<file path="config.mk">
export PLATFORM = sky130hd
export DESIGN_NAME = sipo_frame_ctrl
export DESIGN_NICKNAME = d
export VERILOG_FILES = /design/src/rtl/sipo_frame_ctrl.sv
export SDC_FILE = /design/constraint.sdc
export NUM_CORES = 1
export LEC_CHECK = 0
export ABC_AREA = 0
export CELL_PAD_IN_SITES_DETAIL_PLACEMENT = 1
export CELL_PAD_IN_SITES_GLOBAL_PLACEMENT = 1
export CORE_MARGIN = 5
export CORE_UTILIZATION = 24
export DETAILED_ROUTE_END_ITERATION = 10
export MAX_ROUTING_LAYER = met4
export PLACE_DENSITY_LB_ADDON = 0.1
export SLEW_MARGIN = 0
export SYNTH_ARGS = -nofsm -noshare
export SYNTH_HDL_FRONTEND = slang
export SYNTH_SLANG_ARGS = --single-unit
</file>
<file path="constraint.sdc">
create_clock -name clk -period 1.45 [get_ports clk]
set_input_delay 0.2175 -clock clk [delete_from_list [all_inputs] [get_ports clk]]
set_output_delay 0.2175 -clock clk [all_outputs]
set_load 0.05 [all_outputs]
</file>
<file path="src/rtl/sipo_frame_ctrl.sv">
// Serial-in/parallel-out framing controller with valid/ready output and overrun detect.
// Optional trailing even-parity bit check: define SIPO_FRAME_PARITY_EN.
module sipo_frame_ctrl #(
    parameter int W = 4
) (
    input  logic         clk,
    input  logic         rst,
    input  logic         i_start,
    input  logic         i_ser_in,
    input  logic         i_ser_valid,
    output logic [W-1:0] o_out_data,
    output logic         o_out_valid,
    input  logic         i_out_ready,
    output logic         o_busy,
    output logic         o_overrun,
    input  logic         i_clr_ovr,
    output logic         o_parity_err
);

    localparam int CW = $clog2(W + 1);

    typedef enum logic [1:0] {IDLE, SHIFT, PARITY} state_t;

    state_t         r_state, w_next;
    logic [W-1:0]   r_shift, w_shift;
    logic [CW-1:0]  r_cnt, w_cnt;
    logic [W-1:0]   r_data;
    logic           r_valid;
    logic           r_ovr;
    logic           w_done;
    logic [W-1:0]   w_word;
    logic           w_load;
    logic           w_ovr_set;
`ifdef SIPO_FRAME_PARITY_EN
    logic           r_perr;
    logic           w_perr_set;
`endif

    always_comb begin
        w_next  = r_state;
        w_shift = r_shift;
        w_cnt   = r_cnt;
        w_done  = 1'b0;
        w_word  = r_shift;
`ifdef SIPO_FRAME_PARITY_EN
        w_perr_set = 1'b0;
`endif
        unique case (r_state)
            IDLE: begin
                if (i_start) begin
                    w_next = SHIFT;
                    w_cnt  = '0;
                end
            end
            SHIFT: begin
                // A start here restarts the frame; the bit in that cycle is dropped
                if (i_start) begin
                    w_cnt = '0;
                end else if (i_ser_valid) begin
                    w_shift = {r_shift[W-2:0], i_ser_in};
                    w_cnt   = r_cnt + CW'(1);
                    if (r_cnt == CW'(W - 1)) begin
`ifdef SIPO_FRAME_PARITY_EN
                        w_next = PARITY;
`else
                        w_next = IDLE;
                        w_done = 1'b1;
                        w_word = w_shift;
`endif
                    end
                end
            end
`ifdef SIPO_FRAME_PARITY_EN
            PARITY: begin
                if (i_start) begin
                    w_next = SHIFT;
                    w_cnt  = '0;
                end else if (i_ser_valid) begin
                    w_next     = IDLE;
                    w_done     = 1'b1;
                    w_word     = r_shift;
                    w_perr_set = ^{r_shift, i_ser_in};
                end
            end
`endif
            default: w_next = IDLE;
        endcase
    end

    // Output register accepts a word if empty or being drained this edge
    assign w_load    = w_done & (~r_valid | i_out_ready);
    assign w_ovr_set = w_done & r_valid & ~i_out_ready;

    always_ff @(posedge clk or posedge rst) begin
        if (rst) begin
            r_state <= IDLE;
            r_shift <= '0;
            r_cnt   <= '0;
            r_data  <= '0;
            r_valid <= 1'b0;
            r_ovr   <= 1'b0;
        end else begin
            r_state <= w_next;
            r_shift <= w_shift;
            r_cnt   <= w_cnt;
            if (w_load) begin
                r_data <= w_word;
            end
            r_valid <= w_load | (r_valid & ~i_out_ready);
            r_ovr   <= w_ovr_set | (r_ovr & ~i_clr_ovr);
        end
    end

`ifdef SIPO_FRAME_PARITY_EN
    always_ff @(posedge clk or posedge rst) begin
        if (rst) begin
            r_perr <= 1'b0;
        end else begin
            r_perr <= w_perr_set | (r_perr & ~i_clr_ovr);
        end
    end
    assign o_parity_err = r_perr;
`else
    assign o_parity_err = 1'b0;
`endif

    assign o_out_data  = r_data;
    assign o_out_valid = r_valid;
    assign o_busy      = (r_state != IDLE);
    assign o_overrun   = r_ovr;

endmodule

</file>
Word-level counts from Yosys, hierarchy flattened
Index checks and enable logic that the tools add are counted.

word-level totals
  bits in registers = 15
  input bits = 7
  logic and storage cells = 49

cells by class
  add/sub/neg operators = 1
  equal/unequal tests = 7
  multiplexer cells = 17
  bitwise operators = 12
  reductions and logical operators = 6

operator list
  cell                                                 number
  two-way mux 4 bit                                    4
  two-way mux 3 bit                                    3
  two-way mux 2 bit                                    4
  inequality test 2 bit, second input constant         4
  case mux 3 bit (2 select lines)                      1
  AND reduction 3 bit                                  2
  AND 1 bit                                            5
  two-way mux 1 bit                                    4
  NOT 1 bit                                            4
  case mux 2 bit (2 select lines)                      1
  AND reduction 4 bit                                  1
  nonzero test 2 bit                                   2
  adder 3 x 1 -> 3 bit, second input constant          1
  equality test 3 x 2 -> 1 bit, second input constant  1
  inequality test 3 bit, second input constant         1
  OR 1 bit                                             3
  equality test 2 x 1 -> 1 bit, second input constant  1
  logical NOT 2 bit                                    1

Depth between registers and ports, before layout
  depth in word-level cells = 8
  gate-level depth with buffers = 5

Worst setup path after synthesis
Ideal clock, no wire load.

  kind = reg-to-reg
  start point = register r_state[0]
  end point = register r_data[0], in the netlist o_out_data[0]
  library setup time = 0.125 ns
  arrival = 1.585 ns
  required time = 1.325 ns
  setup slack = -0.261 ns
  stages on the path, launching flop included = 6
  buffers on the path = 2
  period minus slack after synthesis = 1.711 ns
  path through = dfrtp_1 -> and3b_1 -> buf_6 -> and3_4 -> buf_6 -> mux2_4

on the way
  cells in the longest elaborated chain, start to end = 3

ends and longest elaborated chain
  what                              RTL line  source
  from (decl)                       24        state_t r_state, w_next;
  from (signal assigned)            103       r_state <= w_next;
  equality test 2 x 1 -> 1 bit (*)  48        unique case (r_state)
  two-way mux 1 bit                 48
  AND 1 bit                         91        assign w_load = w_done & (~r_valid | i_out_ready);
  to (signal assigned)              107       r_data <= w_word;
  to (decl)                         27        logic [W-1:0] r_data;

Every way passes the cells marked *; elsewhere a longest branch is shown, timed or not.
A chain may end at the register's enable or synchronous reset.

Final worst setup path
  start point = register r_cnt[0]
  end point = register r_data[0], in the netlist o_out_data[0]

on the way
  cells in the longest elaborated chain, start to end = 6

ends and longest elaborated chain
  what                              RTL line  source
  from (decl)                       26        logic [CW-1:0] r_cnt, w_cnt;
  from (signal assigned)            105       r_cnt <= w_cnt;
  equality test 3 x 2 -> 1 bit (*)  62        if (r_cnt == CW'(W - 1)) begin
  two-way mux 1 bit                 62
  two-way mux 1 bit                 59        end else if (i_ser_valid) begin
  two-way mux 1 bit                 57        if (i_start) begin
  two-way mux 1 bit                 48
  AND 1 bit                         91

Marks and branches as above.

==> flow_summary_export.csv <==
group,metric,value,unit
worst_setup_path,ff2ff_path_depth,4,
timing,fmax,720,MHz
logic_synthesis,synth.area.top_cells,"dfrtp_1 (55%), mux2_4 (10%), mux2_2 (5.7%), ha_1 (4.3%), buf_6 (3.8%)",
clocking,hold_buffers,0,
timing,grt_setup_unrepaired,"false",
clocking,clock_sinks,13,
clocking,cts.path.max_buffers,2,
power_and_ir_drop,p_leak,0.403,nW
logic_synthesis,synth_common_cells,"dfrtp_1 (13), nand2_1 (5), mux2_4 (4)",
clocking,ctsResizeCount,0,
logic_synthesis,yosysSeqAreaShare,0.553,
timing,fin_crit_sh,0.958,
die,die_area,0.00354,mm²
place,hpwl,903,µm
flow_run,maxCapViolCount,0,
layout,final_util,0.364,
die,fp-row-count,18,
layout,fin_nets,76,
detailed_routing,wl_per_cell,12.0,µm
die,die_h,59.5,µm
timing,timing.hold.ws,0.243,ns
logic_synthesis,yosys_warnings,0,
worst_setup_path,worstPathRequired,1.61,ns
logic_synthesis,synth_seq_cells,13,
logic_synthesis,ys.flop_type,"dfrtp_1",
die,die_w,59.5,µm
timing,drv_slew,0,
power_and_ir_drop,ir_worst_vdd,0.000509,V
global_route,grt_pass1_vias,420,
logic_synthesis,synth_cell_type_count,19,
detailed_routing,ant_nets,0,
global_route,antenna_found_initial,0,
worst_setup_path,crit_arrival,1.55,ns
logic_synthesis,yosysMostFrequentCell,"dfrtp_1",
place,place_congestion,0.677,
layout,layout-drive-gt1-share,0.439,
clocking,cts_inserted_buffers,3,
power_and_ir_drop,p_per_area,1080,mW/mm²
detailed_routing,drtPass1Iterations,3,
die,core_area,0.00241,mm²
clocking,clk_pin_slew,0.08,ns
worst_setup_path,start_kind,"register",
outcome,status,"complete, no violations",
worst_setup_path,rr_endpoint,"o_out_data[0]",
die,ios,15,
detailed_routing,drc,0,
worst_setup_path,cp_cell_sequence,"ha_1 -> ha_1 -> and3_4 -> mux2_4",
place,portBuffers,13,
timing,hold_violations,0,
layout,area_growth,49.1,%
layout,n_antenna_cell,0,
clocking,cts_max_level,1,
worst_setup_path,end_kind,"register",
worst_setup_path,r2r-start,"r_cnt[0]",
logic_synthesis,synth_nets,54,
timing,setup_violations,0,
global_route,overflow,0,
detailed_routing,drt-total-wl,1.15,mm
clocking,clock-root-buffer,"clkbuf_4",
global_route,grt_pass1_wl,1.93,mm
clocking,clock_latency,0.27,ns
timing,clock_skew,0.00138,ns
detailed_routing,drt_iter0_drc,1,
logic_synthesis,postSynthCellCount,45,
logic_synthesis,syn_area,588,µm²
clocking,cts_tree,"done",
logic_synthesis,synth_top_area_frac,0.553,
worst_setup_path,cp_max_fo,4,
logic_synthesis,synth-async-reset-ratio,1.00,
clocking,cts_setup_buffers,0,
worst_setup_path,crit_slowest_cell,"dfrtp_1",
worst_setup_path,r2r_slack,0.06,ns
die,start_util,0.244,
logic_synthesis,synth_top_cell_by_area,"dfrtp_1",
logic_synthesis,synth_edf_count,0,
detailed_routing,via_per_inst,4.14,
timing,fin_tns_setup,0,ns
global_route,grt_util_all_layers,0.0789,
logic_synthesis,synth.avg_cell_area,13.1,µm²
worst_setup_path,criticalPathCategory,"reg2reg",
global_route,grt_max_degree,14,
worst_setup_path,cp_common_cell,"ha_1",
worst_setup_path,slowest_delay,0.40,ns
timing,fin_crit,1.39,ns
worst_hold_path,holdCritPathClass,"in2async",
power_and_ir_drop,finalPower,0.000947,W
detailed_routing,num_vias,397,
cell families (layout without fill, tap and decap cells):
family                     count (synthesis)  count (layout)  synth area share
and+or+nand+nor                           10              10            0.0957
buffers and inverters                      6              27            0.0702
muxes                                      7               7             0.160
adders and majority gates                  2               2            0.0425
other                                      1               1           0.00638
AOI/OAI and AO/OA                          5               5            0.0575
xor gates and xnor gates                   1               1            0.0149
DFF                                       13              13             0.553
layer usage:
| layer | vias up | wire length [µm] | global-route usage | share of wire |
|---|---|---|---|---|
| met5 | - | 0 | - | 0 |
| met4 | 0 | 8 | 0.0570 | 0.0069 |
| met3 | 2 | 91 | 0.0327 | 0.079 |
| met2 | 11 | 507 | 0.103 | 0.44 |
| met1 | 189 | 544 | 0.0957 | 0.47 |
| li1 | 195 | - | - | - |
how the worst max path moves through the flow:
stage	cells past startpoint	slack, ns	from	to
2_1_floorplan	5	-0.1	r_state[0]	o_out_data[0]
3_3_place_gp	4	-0.11	i_ser_valid	o_out_data[2]
3_5_place_dp	4	-0.11	i_ser_valid	o_out_data[2]
4_1_cts	4	0.05	r_cnt[0]	o_out_data[0]
5_1_grt	4	0.008	r_cnt[0]	o_out_data[0]
6_report	4	0.06	r_cnt[0]	o_out_data[0]
critical path, delay by kind of cell, from the launching register on:
family | cells | cell delay, ns
fa+ha+maj | 2 | 0.40
simple gates | 1 | 0.18
flops | 1 | 0.40
mux | 1 | 0.30
state kept, by name (all words and copies together), names as in the netlist:
register,count
o_out_data,4
r_cnt,3
r_shift,3
o_out_valid,1
o_overrun,1
r_state,1
placed cells by master, fill, tap and decap left out, drive strengths merged:
cell / synthesis / final
a21o: 1 / 1
a21oi: 2 / 2
a311oi: 1 / 1
and3: 1 / 1
and3b: 1 / 1
buf: 3 / 14
clkbuf: 0 / 4
clkdlybuf4s50: 0 / 6
conb: 1 / 1
dfrtp: 13 / 13
ha: 2 / 2
inv: 3 / 3
mux2: 7 / 7
nand2: 5 / 5
nand3: 1 / 1
nor2: 1 / 1
o22ai: 1 / 1
or2b: 1 / 1
xor2: 1 / 1
cell type report:
class / count / area, µm²
Tap cell: 30 / 37.5
Multi-Input combinational cell: 26 / 221
Timing Repair Buffer: 20 / 253
Sequential cell: 13 / 328
Clock buffer: 4 / 26.3
Fill cell: 253 / 1530
Inverter: 3 / 11.3
power by group:
group	total (W)	switching, W	internal (W)
sequential	0.000452	0.0000408	0.000411
combinational	0.000273	0.000122	0.000151
clock	0.000222	0.000115	0.000106
per-stage QoR:
step,instances,area (µm²),setup slack [ns]
after global placement,92,851,-0.109
after global routing,96,877,0.00781
after floorplan,45,591,-0.0966
after detailed placement,92,851,-0.112
final,96,877,0.0607
after CTS,96,877,0.0453
No activity file was read; power rests on OpenSTA's default activity.
==> patch 1, RTL diff (config.mk and constraints unchanged) <==
Change the parameter `W` from 4 to 2.
--- a/src/rtl/sipo_frame_ctrl.sv
+++ b/src/rtl/sipo_frame_ctrl.sv
@@ -1,7 +1,7 @@
 // Serial-in/parallel-out framing controller with valid/ready output and overrun detect.
 // Optional trailing even-parity bit check: define SIPO_FRAME_PARITY_EN.
 module sipo_frame_ctrl #(
-    parameter int W = 4
+    parameter int W = 2
 ) (
     input  logic         clk,
     input  logic         rst,
Interface: changed (resized o_out_data); port bits go from 15 to 13. No check against the original RTL was run, so the function may have changed too.
==> patch 1 against the unedited design <==
- worst setup slack improved by 0.043 ns
- wire length shrank 31%
- design area fell by 31%
- die area shrank 30%
- via count is 30% lower
- critical path depth up 1
- total power decreased by 8.0%
- sequential cell count decreased by 5
- cell count decreased by 33%
- count of clock-buffer cells in the layout unchanged
- clock skew about the same
- synthesized area shrank 36%
- first-iteration DRC count grew 100%
- maximum frequency is 3.2% higher
- highest routed layer unchanged
==> patch 1: results (changes against the unedited design) <==
metric;value;unit;change
status;complete, no violations;;unchanged
synth_compound_area_share;7.59;%;was 5.74%
nFillCells;169;;was 253
use_met2;11.2;%;was 10.3%
use_met1;8.62;%;was 9.57%
skew;0.00161;ns;was 0.00138 ns
buffers_excl_clock;15;;was 20
gp_congestion;0.777;;was 0.677
synth_common_cells;dfrtp_1 (8), inv_1 (3), nand2_1 (3), mux2_4 (2);;was dfrtp_1 (13), nand2_1 (5), mux2_4 (4), inv_1 (3), mux2_2 (3)
synthAdderAreaFrac;3.30;%;was 4.26%
grt_pass1_vias;319;;was 420
dr.pass1.iters;2;;was 3
reg2reg_from;r_cnt[1];;was r_cnt[0]
ir_drop;0.000385;V;was 0.000509 V
multi_input_cells;18;;was 26
yosysUniqueCellTypes;18;;was 19
yosysSeqAreaShare;52.8;%;was 55.3%
sw_frac_of_total;34.4;%;was 29.4%
wl_met2;364;microns;was 507 microns
ff2ff_setup_slack;0.10;ns;was 0.06 ns
synthXorXnorAreaFrac;2.31;%;was 1.49%
vias;276;;was 397
final-nonclk-buf-share;31.2;%;was 28.8%
place_area;583;sq um;was 851 sq um
wl_met1;366;microns;was 544 microns
seq_cells;8;;was 13
synth_area_per_cell;12.6;sq um;was 13.1 sq um
synthTopCellsByArea;dfrtp_1 (53%), mux2_4 (7.9%), nand4b_4 (6.3%);;was dfrtp_1 (55%), mux2_4 (10%), mux2_2 (5.7%)
seq_area;201;sq um;was 328 sq um
use_met3;3.31;%;was 3.27%
clk_pin_slew_worst_paths;0.06;ns;was 0.08 ns
dr_wl_met3;60;microns;was 91 microns
r2r_cells;5;;was 4
synth_mux_area_share;10.9;%;was 16.0%
synthesis.nets;38;;was 54
grt_util_all_layers;7.98;%;was 7.89%
wl;796;microns;was 1150 microns
## patch 1: per-stage QoR
step	total power [mW]	std cells	setup slack [ns]	setup TNS [ns]	hold WS (ns)
detailed placement	0.689	60	-0.0294	-0.0558	0.493
global placement	0.682	60	-0.0141	-0.0273	0.490
finish	0.871	64	0.104	0	0.213
CTS	0.888	64	0.0896	0	0.219
global route	0.915	64	0.0489	0	0.241
floorplan	0.495	30	0.129	0	0.0331
## patch 1: cells by family after synthesis
| logic type | after synthesis |
|---|---|
| flip-flops | 8 |
| XOR/XNOR | 1 |
| multiplexers | 3 |
| AND/OR/NAND/NOR | 8 |
| buffers and inverters | 4 |
| other | 1 |
| adder cells (fa/ha/maj) | 1 |
| AO/OA/AOI/OAI | 4 |
## patch 1: power by group through the flow
stage               clock network, mW  registers (mW)  logic (mW)
floorplan                           0           0.407      0.0888
global placement                    0           0.315       0.367
detailed placement                  0           0.318       0.371
CTS                             0.202           0.313       0.372
global route                    0.217           0.318       0.380
finish                          0.191           0.311       0.368
==> patch 2, RTL diff (config.mk and constraints unchanged) <==
Without the edit above. Register the output `o_overrun` once more, with the module's reset; this adds one clock of latency there. The other outputs are not delayed to match.
--- a/src/rtl/sipo_frame_ctrl.sv
+++ b/src/rtl/sipo_frame_ctrl.sv
@@ -127,7 +127,13 @@
     assign o_out_data  = r_data;
     assign o_out_valid = r_valid;
     assign o_busy      = (r_state != IDLE);
-    assign o_overrun   = r_ovr;
+    always_ff @(posedge clk or posedge rst) begin
+        if (rst) begin
+            o_overrun <= '0;
+        end else begin
+            o_overrun <= r_ovr;
+        end
+    end
 
 endmodule
 
Behaviour: no difference found for any inputs over 10 cycles, from zero or initial values and one cycle with rst high; that may be too few to reach the edited logic, so the function may still have changed.
==> patch 2 against the unedited design <==
- sequential cell count grew 1
- synthesized area increased by 4.3%
- combinational power barely moved
- utilization shrank 0.16 points
- worst setup slack better by 0.0067 ns
- maximum frequency rose by 0.49%
- worst hold slack worse by 0.12 ns
- wire length shrank 4.4%
- design area grew 1.4%
- cell count rose by 1.0%
- critical endpoint is now o_out_data[2]
- total power rose by 2.8%
- sequential share of layout area grew 2.3 points
==> patch 2: results (changes against the unedited design) <==
metric;value;unit;change
status;complete, no violations;;unchanged
grt_util_all_layers;7.85;%;was 7.89%
grt_max_degree;11;;was 14
ir_drop;0.000508;V;was 0.000509 V
synthTopCellsByArea;dfrtp_1 (57%), mux2_4 (9.8%), mux2_2 (5.5%);;was dfrtp_1 (55%), mux2_4 (10%), mux2_2 (5.7%)
drive_gt1_share;43.3;%;was 43.9%
cts.htree.levels;1;;unchanged
portBuffers;13;;unchanged
antennaDiodeCount;0;;unchanged
synthesis.nets;55;;was 54
yosysUniqueCellTypes;19;;unchanged
rr_endpoint;o_out_data[2];;was o_out_data[0]
ys_warn_count;0;;unchanged
drt_iter0_drc;0;;was 1
sw_frac_of_total;28.4;%;was 29.4%
use_met2;11.6;%;was 10.3%
grt_pass1_wl;2010;microns;was 1930 microns
wl_per_cell;11.4;microns;was 12.0 microns
nets;77;;was 76
critical_path_class;flop to flop;;unchanged
min_path_type;primary input to asynchronous set/reset pin;;unchanged
synth_common_cells;dfrtp_1 (14), nand2_1 (5), mux2_4 (4), inv_1 (3), mux2_2 (3);;was dfrtp_1 (13), nand2_1 (5), mux2_4 (4), inv_1 (3), mux2_2 (3)
dp_hpwl;909;microns;was 903 microns
gp_congestion;0.661;;was 0.677
cp.arrival;1.54;ns;
dp.cells;93;;was 92
leakagePower;0.414;nW;was 0.403 nW
clk_pin_slew_worst_paths;0.08;ns;about the same
grt_pass1_vias;457;;was 420
yosysSeqAreaShare;57.1;%;was 55.3%
use_met3;2.77;%;was 3.27%
cts_root_buf;clkbuf_4;;unchanged
use_met1;9.58;%;was 9.57%
vias_per_cell;4.09;;was 4.14
dr.pass1.iters;1;;was 3
skew;0.00848;ns;was 0.00138 ns
synth_area_per_cell;13.3;sq um;was 13.1 sq um
fin_area;890;sq um;was 877 sq um
critical_path_peak_fanout;4;;unchanged
place_area;863;sq um;was 851 sq um
clock_latency;0.27;ns;about the same
-- patch 2: cell count changes in the layout (fill, tap and decap cells not counted) --
cell     change
buf_4        +1
dfrtp_1      +1
buf_12       -1
-- patch 2: stage by stage --
step                setup WS [ns]  hold WS, ns  util (%)
global placement           -0.112        0.361      35.2
CTS                        0.0489        0.118      36.2
global route              0.00976        0.132      36.2
detailed placement         -0.106        0.373      35.2
floorplan                 -0.0966        0.107         -
finish                     0.0674        0.126      36.2
-- patch 2: final cells by class --
| type | count | area, sq um |
|---|---|---|
| inverters | 3 | 11.3 |
| fillers | 260 | 1570 |
| repair buffers | 20 | 240 |
| flip-flops and latches | 14 | 353 |
| clock buffers | 4 | 26.3 |
| multi-input cells | 26 | 221 |
| well taps | 30 | 37.5 |
-- patch 2: power by group through the flow --
stage	registers, mW	logic (mW)	clock network, mW
6_report	0.477	0.274	0.222
5_1_grt	0.486	0.292	0.258
4_1_cts	0.480	0.280	0.239
3_5_place_dp	0.487	0.279	0
3_3_place_gp	0.489	0.276	0
2_1_floorplan	0.540	0.0862	0
-- patch 2: logic make-up (layout without fill, tap and decap cells) --
kind of cell	after synthesis	after routing	share of synthesized area, %
other	1	1	0.612
muxes	7	7	15.3
and+or+nand+nor	10	10	9.18
AOI/OAI and AO/OA	5	5	5.51
DFF	14	14	57.1
xor gates and xnor gates	1	1	1.43
adders and majority gates	2	2	4.08
buffers and inverters	6	27	6.73
-- patch 2: layer usage --
metal  wire, microns  part of all wire (%)
met4               0                     0
met5               0                     0
met2             526                    48
met1             501                    46
met3              72                   6.5
-- patch 2: critical path: stages, from the launching register on --
cell and delay, ns:
dfrtp_1 0.40, ha_1 0.21, ha_1 0.19, and3_4 0.18, mux2_4 0.29
